### src/rtl/cpu_step_controller.sv
// Step-enable sequencer for the board computer: reset pulses, manual step, free-run and PC breakpoint.
// Optional per-run step budget is compiled in with `define CPU_STEP_BUDGET_EN.
module cpu_step_controller #(
  parameter int unsigned DEBOUNCE_CYCLES = 500000,
  parameter int unsigned COUNT_WIDTH     = 16,
  parameter int unsigned RESET_STEPS     = 2
) (
  input  logic                   clock,
  input  logic                   reset,
  input  logic                   run_mode,
  input  logic                   step_button,
  input  logic                   tick,
  input  logic [31:0]            pc,
  input  logic                   bp_enable,
  input  logic [31:0]            bp_addr,
`ifdef CPU_STEP_BUDGET_EN
  input  logic [15:0]            step_budget,
`endif
  output logic                   cpu_step,
  output logic                   cpu_reset,
  output logic                   halted,
  output logic [1:0]             state,
  output logic [COUNT_WIDTH-1:0] cycle_count
);

  localparam int unsigned DEB_W = $clog2(DEBOUNCE_CYCLES) + 1;
  localparam int unsigned RST_W = $clog2(RESET_STEPS + 2);

  typedef enum logic [1:0] {
    S_RESET_HOLD = 2'b00,
    S_IDLE       = 2'b01,
    S_RUN        = 2'b10,
    S_HALT       = 2'b11
  } fsm_t;

  fsm_t             fsm_q;
  logic [1:0]       sync_q;
  logic [DEB_W-1:0] deb_cnt;
  logic             deb_level;
  logic             step_event;
  logic             skip_bp;
  logic [RST_W-1:0] rst_cnt;
  logic             bp_hit_c;
  logic             budget_hit_c;

  assign state    = fsm_q;
  assign bp_hit_c = bp_enable && (pc == bp_addr) && !skip_bp;

  // Button path: a change of the synchronised level is accepted only after it persists.
  always_ff @(posedge clock) begin
    if (reset) begin
      sync_q     <= 2'b00;
      deb_cnt    <= '0;
      deb_level  <= 1'b0;
      step_event <= 1'b0;
    end else begin
      sync_q     <= {sync_q[0], step_button};
      step_event <= 1'b0;
      if (sync_q[1] == deb_level) begin
        deb_cnt <= '0;
      end else if (deb_cnt == DEB_W'(DEBOUNCE_CYCLES - 1)) begin
        deb_cnt    <= '0;
        deb_level  <= sync_q[1];
        step_event <= sync_q[1];
      end else begin
        deb_cnt <= deb_cnt + DEB_W'(1);
      end
    end
  end

`ifdef CPU_STEP_BUDGET_EN
  logic [15:0] run_cnt;

  assign budget_hit_c = (step_budget != 16'd0) && (run_cnt == step_budget);

  // Counts pulses issued in the current RUN visit; held at zero outside RUN.
  always_ff @(posedge clock) begin
    if (reset) begin
      run_cnt <= 16'd0;
    end else if (fsm_q != S_RUN) begin
      run_cnt <= 16'd0;
    end else if (run_mode && tick && !bp_hit_c && !budget_hit_c) begin
      run_cnt <= run_cnt + 16'd1;
    end
  end
`else
  assign budget_hit_c = 1'b0;
`endif

  // Mode sequencer; every output is a flop updated here.
  always_ff @(posedge clock) begin
    if (reset) begin
      fsm_q       <= S_RESET_HOLD;
      cpu_step    <= 1'b0;
      cpu_reset   <= 1'b1;
      halted      <= 1'b0;
      cycle_count <= '0;
      skip_bp     <= 1'b0;
      rst_cnt     <= '0;
    end else begin
      cpu_step <= 1'b0;
      case (fsm_q)
        S_RESET_HOLD: begin
          if (rst_cnt < RST_W'(RESET_STEPS)) begin
            cpu_step <= 1'b1;
            rst_cnt  <= rst_cnt + RST_W'(1);
          end else begin
            cpu_reset <= 1'b0;
            fsm_q     <= run_mode ? S_RUN : S_IDLE;
          end
        end
        S_IDLE: begin
          if (run_mode) begin
            fsm_q   <= S_RUN;
            skip_bp <= 1'b1;
          end else if (step_event) begin
            cpu_step    <= 1'b1;
            cycle_count <= cycle_count + COUNT_WIDTH'(1);
          end
        end
        S_RUN: begin
          if (!run_mode) begin
            fsm_q <= S_IDLE;
          end else if (tick) begin
            if (bp_hit_c || budget_hit_c) begin
              fsm_q  <= S_HALT;
              halted <= 1'b1;
            end else begin
              cpu_step    <= 1'b1;
              cycle_count <= cycle_count + COUNT_WIDTH'(1);
              skip_bp     <= 1'b0;
            end
          end
        end
        S_HALT: begin
          if (!run_mode) begin
            fsm_q  <= S_IDLE;
            halted <= 1'b0;
          end else if (step_event) begin
            cpu_step    <= 1'b1;
            cycle_count <= cycle_count + COUNT_WIDTH'(1);
          end
        end
        default: fsm_q <= S_RESET_HOLD;
      endcase
    end
  end

endmodule
### config.mk
export PLATFORM = sky130hd
export DESIGN_NAME = cpu_step_controller
export DESIGN_NICKNAME = d
export VERILOG_FILES = /design/src/rtl/cpu_step_controller.sv
export SDC_FILE = /design/constraint.sdc
export NUM_CORES = 1
export LEC_CHECK = 0
export ABC_AREA = 0
export CORE_ASPECT_RATIO = 1.2
export CORE_MARGIN = 1.5
export CORE_UTILIZATION = 46
export DETAILED_ROUTE_END_ITERATION = 10
export GPL_TIMING_DRIVEN = 0
export PLACE_DENSITY = 0.8
export SETUP_SLACK_MARGIN = 0.5
export SLEW_MARGIN = 15
export SYNTH_ARGS = -nofsm -noshare
export SYNTH_HDL_FRONTEND = slang
export SYNTH_SLANG_ARGS = --single-unit
export TNS_END_PERCENT = 5
### constraint.sdc
create_clock -name clock -period 2.4 [get_ports clock]
set_clock_uncertainty 0.2 [all_clocks]
set_input_delay 0.48 -clock clock [delete_from_list [all_inputs] [get_ports clock]]
set_output_delay 0.48 -clock clock [all_outputs]
set_load 0.05 [all_outputs]
Yosys cells after proc, flatten, opt, wreduce, memory -nomap -nowiden
Index checks and enable logic that the tools add are counted.
{"block": "totals", "elab_cells": 84, "reg_bits": 48}
{"block": "op_classes", "reduce_logical": 16, "n_bitwise": 3, "order_cmp": 1, "n_mux": 33, "add_sub_neg": 3, "n_eq_ne": 17}
{"operator": "$mux W16", "n": 6}
{"operator": "$pmux W16 S3", "n": 1}
{"operator": "$eq A32 B32 Y1", "n": 1}
{"operator": "$add A20 B1 Y20 const B", "n": 1}
{"operator": "$eq A20 B19 Y1 const B", "n": 1}
{"operator": "$ne A2 B2 Y1 const B", "n": 9}
{"operator": "$add A16 B1 Y16 const B", "n": 1}
{"operator": "$mux W1", "n": 15}
{"operator": "$reduce_and A5 Y1", "n": 3}
{"operator": "$mux W2", "n": 7}
{"operator": "$pmux W2 S4", "n": 1}
{"operator": "$ne A3 B3 Y1 const B", "n": 2}
{"operator": "$reduce_and A2 Y1", "n": 3}
{"operator": "$reduce_and A6 Y1", "n": 1}
{"operator": "$reduce_or A3 Y1", "n": 2}
{"operator": "$eq A2 B2 Y1 const B", "n": 2}
{"operator": "$pmux W1 S2", "n": 2}
{"operator": "$pmux W1 S4", "n": 1}
{"operator": "$reduce_bool A2 Y1", "n": 2}
{"operator": "$not A1 Y1", "n": 3}
{"operator": "$reduce_bool A3 Y1", "n": 1}
{"operator": "$add A2 B1 Y2 const B", "n": 1}
{"operator": "$eq A2 B1 Y1 const B", "n": 1}
{"operator": "$logic_and A1 B1 Y1", "n": 2}
{"operator": "4 further kinds", "n": 4}

Longest topological paths before layout
Gate-level depths: netlist (run 1).
{"block": "depth", "word_depth": 7, "mapped_depth": 8, "depth_no_buf": 8}

Least setup slack after synthesis (run 1)
Ideal clock, no wire load.
{"block": "synth_timing", "path_type": "flip-flop to flip-flop", "startpoint": "reg fsm_q[0] (netlist: state[0])", "endpoint": "reg cycle_count[12]", "arrival_time_ps": 2213, "path_slack_ps": -134, "synth_period_minus_slack_ps": 2534, "t_required_ps": 2079, "setup_time_ps": 121, "path_stages_with_launch": 9, "cell_sequence": "dfxtp_1 buf_4 inv_2 or4_1 o31a_1 buf_6 buf_8 a21oi_2 mux2_4"}
{"block": "synth_via", "elab_chain_len": 3, "word_cells_on_any_way": 11, "cone_classes": "8 x eq/ne; 1 x mux; 2 x reduce/logical"}
{"item": "start, declared", "line": "36", "rtl": "fsm_t fsm_q;"}
{"item": "start signal, assigned", "line": "109", "rtl": "fsm_q <= run_mode ? S_RUN : S_IDLE;"}
{"item": "$eq A2 B2 Y1 / $eq A2 B1 Y1 (equally long branches)", "line": "102", "rtl": "case (fsm_q)"}
{"item": "$ne A2 B2 Y1 (no line) / $reduce_bool A3 Y1 (equally long branches)"}
{"item": "$reduce_and A6 Y1 (no line)"}
{"item": "end signal, assigned", "line": "118", "rtl": "cycle_count <= cycle_count + COUNT_WIDTH'(1);"}
{"item": "end signal, assigned", "line": "130", "rtl": "cycle_count <= cycle_count + COUNT_WIDTH'(1);"}
{"item": "end signal, assigned", "line": "141", "rtl": "cycle_count <= cycle_count + COUNT_WIDTH'(1);"}
{"item": "end, declared", "line": "23", "rtl": "output logic [COUNT_WIDTH-1:0] cycle_count"}
Several ways; a longest one is shown, not always the timed one.
A chain may end at the register's enable or synchronous reset.

Worst setup path in the final report (run 1)
{"block": "layout_timing", "startpoint": "in bp_addr[20]", "endpoint": "reg cycle_count[9]"}
{"block": "layout_via", "elab_chain_len": 5}
{"item": "start, declared", "line": "15", "rtl": "input logic [31:0] bp_addr,"}
{"item": "$eq A32 B32 Y1", "line": "47", "rtl": "assign bp_hit_c = bp_enable && (pc == bp_addr) && !skip_bp;"}
{"item": "$logic_and A1 B1 Y1 (2 in a row)", "line": "47"}
{"item": "$ne A2 B2 Y1 (no line)"}
{"item": "$reduce_and A6 Y1 (no line)"}
Every way passes these cells.

==> impl_metrics.toml, run 1 <==
[status]
status = "completed"

[drt]
routed_wl_um = 7150
wl_per_cell_um = 14.3
firstDrtPassIters = 4
drt_iter0_drc = 71
ant_nets = 0
drc = 0
vias_per_cell = 5.12
vias = 2566

[timing]
slew_headroom = 0.616
hold_viol = 0
worst_slew_pin_slew_ns = 0.576
setup_viol = 0
setup_tns_ns = 0
period_share = 0.940
rsz0062_at_grt = "true"
fmax_mhz = 443
period_needed_ns = 2.26
slew_violations = 0
layout_setup_ws_ns = 0.143
holdWs_ns = 0.240

[synth]
synth_area_um2 = 2780
synth_edf_count = 0
yosys_register_bits = 48
synth_top_family_by_area = "simple AND/OR/NAND/NOR gates"
synth_fa_ha_area_frac = 0.00899
synth_simple_gate_area_frac = 0.284
synth_compound_area_frac = 0.0823
muxShareOfSynthArea = 0.0719
syn_inst = 312
synth_warnings = 0
post-synth-top-area-cell = "dfxtp_1"
ys_async_sr_fraction = 0
synth_area_leaders = "dfxtp_1 35%, xnor2_1 10%, nor2_1 6.3%"
synth-xor-area-share = 0.151
netlist.area_leader.share = 0.345
syn-mean-instance-area_um2 = 8.92
synth_cell_types = 53
synth-seq-area-share = 0.345
synthFlopType = "dfxtp_1"
synth_nets = 384

[clocking]
clk_pin_slew_ns = 0.09
htree_num_levels = 2
tritoncts = "yes"
cts_hold_buf = 0
numCtsBuffers = 5
clock_sinks = 48
clkLatencyLatePin_ns = 0.30
cts_max_path_buffers = 2
root_buffer = "clkbuf_8"

[global_route]
grt_pass1_vias = 2593
grt_max_degree = 15
grt_first_pass_wirelength_um = 11300
grt_util_all_layers = 0.223
antenna_found_initial = 0
grt-ovfl-total = 0

[power]
powerDensity_nw_per_um2 = 434
ir_drop_v = 0.000329
p_leak_nw = 1.84

[floorplan]
start_util = 0.485
io_pins = 91
die_area_um2 = 6530
dieHeight_um = 88.2
core_um2 = 5740
die_x_um = 74
num_rows = 30

[placement]
hpwl_um = 5020
place_congestion = 0.775
post-place-ws_ns = -0.500
place_inst = 481
port_buffers = 89

[setup_path]
start_kind = "input pin"
crit_path_end_kind = "flop"
cp_max_fo = 5
crit_required_ns = 2.40
crit_type = "input pin to flop"
arrival_ns = 2.26

[final_layout]
diodes = 0
fin_cells = 501
final_layout_size_suffix_gt1_frac = 0.266
syn2layout_area_growth_pct = 52.0
final_nets = 492
multi_input_area_um2 = 1810
regArea_um2 = 971
nFillCells = 441

[flow_run]
drv_cap = 0

[min_path]
holdCritPathClass = "flop to flop"
-- critical path, stage by stage --
cell	delay, ns
clkdlybuf4s50_1	0.49
xnor2_1	0.12
nand4_1	0.14
nor2_2	0.13
nand4_2	0.17
nand3_4	0.14
buf_6	0.11
buf_12	0.12
a21oi_4	0.05
mux2_4	0.29
-- cell usage after synthesis, types with 3 or more instances --
cell	n
and4_2	3
and3_1	5
a21oi_2	6
nor2_1	47
o21ai_0	3
nand3_1	15
clkbuf_1	3
nor2b_1	13
nand2_1	14
mux2_4	6
and3_2	3
xor2_1	16
dfxtp_1	48
a21oi_1	13
mux2_2	8
inv_1	8
and2b_2	6
buf_4	3
nor3_1	6
xnor2_1	32
nand4_1	13
-- cells by family (layout without fill, tap and decap cells) --
| group | count (synthesis) | in the layout |
|---|---|---|
| buffers and inverters | 22 | 131 |
| xor gates and xnor gates | 48 | 48 |
| AOI/OAI and AO/OA | 33 | 33 |
| muxes | 16 | 16 |
| DFF | 48 | 48 |
| and+or+nand+nor | 143 | 143 |
| adders and majority gates | 2 | 2 |
-- cell usage in the layout, fill, tap and decap left out, types with 5 or more instances in the layout --
| cell | Yosys | layout |
|---|---|---|
| dfxtp_2 | 0 | 5 |
| nand4_1 | 13 | 13 |
| xor2_1 | 16 | 16 |
| buf_6 | 2 | 8 |
| nand3_1 | 15 | 14 |
| a21oi_1 | 13 | 11 |
| clkdlybuf4s15_1 | 0 | 18 |
| dlygate4sd2_1 | 0 | 16 |
| clkdlybuf4s15_2 | 0 | 7 |
| clkdlybuf4s50_1 | 0 | 13 |
| dfxtp_1 | 48 | 42 |
| dlymetal6s2s_1 | 0 | 27 |
| and3_1 | 5 | 5 |
| inv_1 | 8 | 8 |
| nor2b_1 | 13 | 12 |
| clkbuf_8 | 2 | 7 |
| and2b_2 | 6 | 6 |
| nand2_1 | 14 | 14 |
| nor2_1 | 47 | 44 |
| clkbuf_2 | 1 | 9 |
| xnor2_1 | 32 | 29 |
| mux2_2 | 8 | 8 |
| mux2_4 | 6 | 6 |
-- layer usage --
layer / GRT usage / vias to the layer above / part of all wire
met3: 0.0334 / 10 / 0.021
met2: 0.418 / 37 / 0.56
met1: 0.249 / 1238 / 0.40
met4: 0.0791 / 0 / 0.019
met5: 0 / - / 0
li1: - / 1281 / -
-- through the flow --
stage | cell area (um^2) | utilization | power (mW)
after floorplan | 2790 | - | 1.07
after global placement | 3780 | 0.659 | 1.25
after detailed placement | 3780 | 0.659 | 1.26
after CTS | 4070 | 0.709 | 1.82
after global routing | 4230 | 0.736 | 1.92
final | 4230 | 0.736 | 1.84
-- cell type report --
cell class / count / share of cell area
buffer: 13 / 0.0343
clock buffer: 6 / 0.0172
clock inverter: 2 / 0.00828
inverter: 9 / 0.00799
multi-input combinational: 242 / 0.428
sequential: 48 / 0.230
tap: 80 / 0.0237
timing repair buffer: 101 / 0.251
-- path summary, 6_finish.rpt --
path | startpoint | to | slack, ns | depth (start not counted)
setup / recovery | bp_addr[20] | cycle_count[9]$_SDFFE_PP0P_ | 0.14 | 10
hold reg to reg | deb_cnt[0]$_SDFF_PP0_ | deb_cnt[0]$_SDFF_PP0_ | 0.24 | 1
hold / removal | deb_cnt[0]$_SDFF_PP0_ | deb_cnt[0]$_SDFF_PP0_ | 0.24 | 1
setup reg to reg | state[0]$_SDFFE_PP0P_ | cycle_count[14]$_SDFFE_PP0P_ | 0.16 | 8
-- report_power, final --
group,internal [mW],switching [mW]
registers,0.829,0.0267
clock network,0.309,0.272
logic,0.208,0.193
-- registers in the layout (all words and copies together), names as in the netlist --
signal	cells
deb_level	1
cycle_count	16
skip_bp	1
cpu_step	1
state	2
step_event	1
cpu_reset	1
halted	1
deb_cnt	20
sync_q	2
rst_cnt	2
-- repair_timing --
| item | 4_1_cts | 5_1_grt |
|---|---|---|
| hold endpoints to repair | 0 | 0 |
| cloned | 1 | 1 |
| endpoints found under the setup margin | 62 | 56 |
| buffers inserted | 6 | 4 |
| resized for setup | 104 | 61 |
| pin swaps | 49 | 33 |
(Power assumes the default switching activity.)
==> inputs of run 2 (changes only) <==
- TNS_END_PERCENT: 5 -> 1
==> run 2 against run 1 <==
Compared with the run above: final area down 1.8%; die area unchanged; core utilization down 1.3 points; fmax down 0.87%; worst setup slack worse by 0.020 ns; clock power down 15%; cell count down 0.20%; count of clock-buffer cells in the layout unchanged; critical path depth unchanged; sequential power about the same.
==> impl_metrics.toml, run 2 (synthesized netlist as in run 1, its figures left out) <==
[status]
status = "completed"

[global_route]
grt_first_pass_wirelength_um = 10700
grt_util_all_layers = 0.213
antenna_found_initial = 0
grt_max_degree = 15
grt-ovfl-total = 0
grt_pass1_vias = 2444

[floorplan]
dieHeight_um = 88.2
num_rows = 30
die_x_um = 74
start_util = 0.485
die_area_um2 = 6530
io_pins = 91
core_um2 = 5740

[drt]
drc = 0
vias_per_cell = 5.05
drt_iter0_drc = 71
ant_nets = 0
firstDrtPassIters = 4
wl_per_cell_um = 13.6
vias = 2527
routed_wl_um = 6810

[setup_path]
arrival_ns = 2.28
r2r_setup_slack_ns = 0.13
crit_path_end_kind = "flop"
r2r-end = "cycle_count[6]$_SDFFE_PP0P_"
crit_type = "input pin to flop"
r2r_cells = 9
startpoint = "pc[9]"
crit_required_ns = 2.41
cp_max_fo = 5
r2r-start = "skip_bp$_SDFFE_PP0P_"
crit_end = "cycle_count[6]$_SDFFE_PP0P_"
start_kind = "input pin"

[timing]
rsz0062_at_grt = "true"
setup_viol = 0
layout_setup_ws_ns = 0.123
setup_tns_ns = 0
period_share = 0.949
hold_viol = 0
period_needed_ns = 2.28
fmax_mhz = 439
holdWs_ns = 0.247
slew_headroom = 0.635
worst_slew_pin_slew_ns = 0.545
slew_violations = 0

[final_layout]
largest_reg_flops = 20
top_register = "deb_cnt"
final_nets = 491
reg.largest.list = "deb_cnt (20), cycle_count (16)"
diodes = 0
final_layout_size_suffix_gt1_frac = 0.243
syn2layout_area_growth_pct = 49.2
final_common_cell = "nor2_1"
final_cell_mix = "46 x nor2_1, 44 x dfxtp_1, 44 x clkdlybuf4s50_1"
final_area_um2 = 4150

[clocking]
cts_hold_buf = 0
root_buffer = "clkbuf_8"
numCtsBuffers = 5
clk_pin_slew_ns = 0.08
htree_num_levels = 2
clock_sinks = 48
clkLatencyLatePin_ns = 0.31
cts_max_path_buffers = 2
tritoncts = "yes"

[min_path]
holdCritPathClass = "flop to flop"

[placement]
port_buffers = 89
dpl_cell_area_um2 = 3780
post-place-ws_ns = -0.496
place_congestion = 0.803
hpwl_um = 4980

[power]
ir_drop_v = 0.000373
power_mw = 1.74
powerDensity_nw_per_um2 = 420
p_leak_nw = 1.70

[flow_run]
drv_cap = 0
## run 2: metrics by stage
| stage | std cells | util |
|---|---|---|
| after floorplan | 312 | - |
| after global placement | 481 | 0.659 |
| after detailed placement | 481 | 0.659 |
| after CTS | 498 | 0.697 |
| after global routing | 500 | 0.723 |
| final | 500 | 0.723 |
## run 2: timing repair
action / in CTS / in global routing
endpoints found under the setup margin: 62 / 66
gates resized for setup: 51 / 54
endpoints found under the hold margin: 0 / 0
setup buffers: 8 / 2
gates cloned: 1 / 0
pin swaps: 20 / 19
## run 2: report_power, final
group / leakage (nW) / internal (mW) / switching (mW)
combinational: 1.26 / 0.211 / 0.188
sequential: 0.391 / 0.828 / 0.0257
clock: 0.0510 / 0.230 / 0.262
## run 2: how the worst min path moves through the flow
stage / start / end / slack (ns) / cells after the start
5_1_grt: sync_q[0]$_SDFF_PP0_ / sync_q[1]$_SDFF_PP0_ / 0.26 / 1
3_5_place_dp: sync_q[0]$_SDFF_PP0_ / sync_q[1]$_SDFF_PP0_ / 0.22 / 1
4_1_cts: sync_q[0]$_SDFF_PP0_ / sync_q[1]$_SDFF_PP0_ / 0.24 / 1
6_report: sync_q[0]$_SDFF_PP0_ / sync_q[1]$_SDFF_PP0_ / 0.25 / 1
3_3_place_gp: sync_q[0]$_SDFF_PP0_ / sync_q[1]$_SDFF_PP0_ / 0.22 / 1
2_1_floorplan: sync_q[0]$_SDFF_PP0_ / sync_q[1]$_SDFF_PP0_ / 0.21 / 1
## run 2: metal layers
metal	part of all wire	GRT usage	wire length, um
met2	0.53	0.379	3600
met1	0.40	0.238	2740
met3	0.035	0.0368	235
met5	0	0	0
met4	0.034	0.111	232
## run 2: area by class of cell
cell class	count	area [um^2]
Multi-Input combinational cell	242	1830
Inverter	9	33.8
Timing Repair Buffer	100	1000
Buffer	13	129
Sequential cell	48	968
Tap cell	80	100
Fill cell	444	1590
Clock inverter	2	10.0
Clock buffer	6	82.6
## run 2: worst max-delay path: stages
cell             delay (ns)
clkdlybuf4s15_1        0.19
nor2b_1                0.05
a2111o_1               0.43
nor4_4                 0.25
nand4_4                0.17
nand3_4                0.12
buf_6                  0.13
buf_12                 0.11
a21oi_4                0.05
mux2_4                 0.29
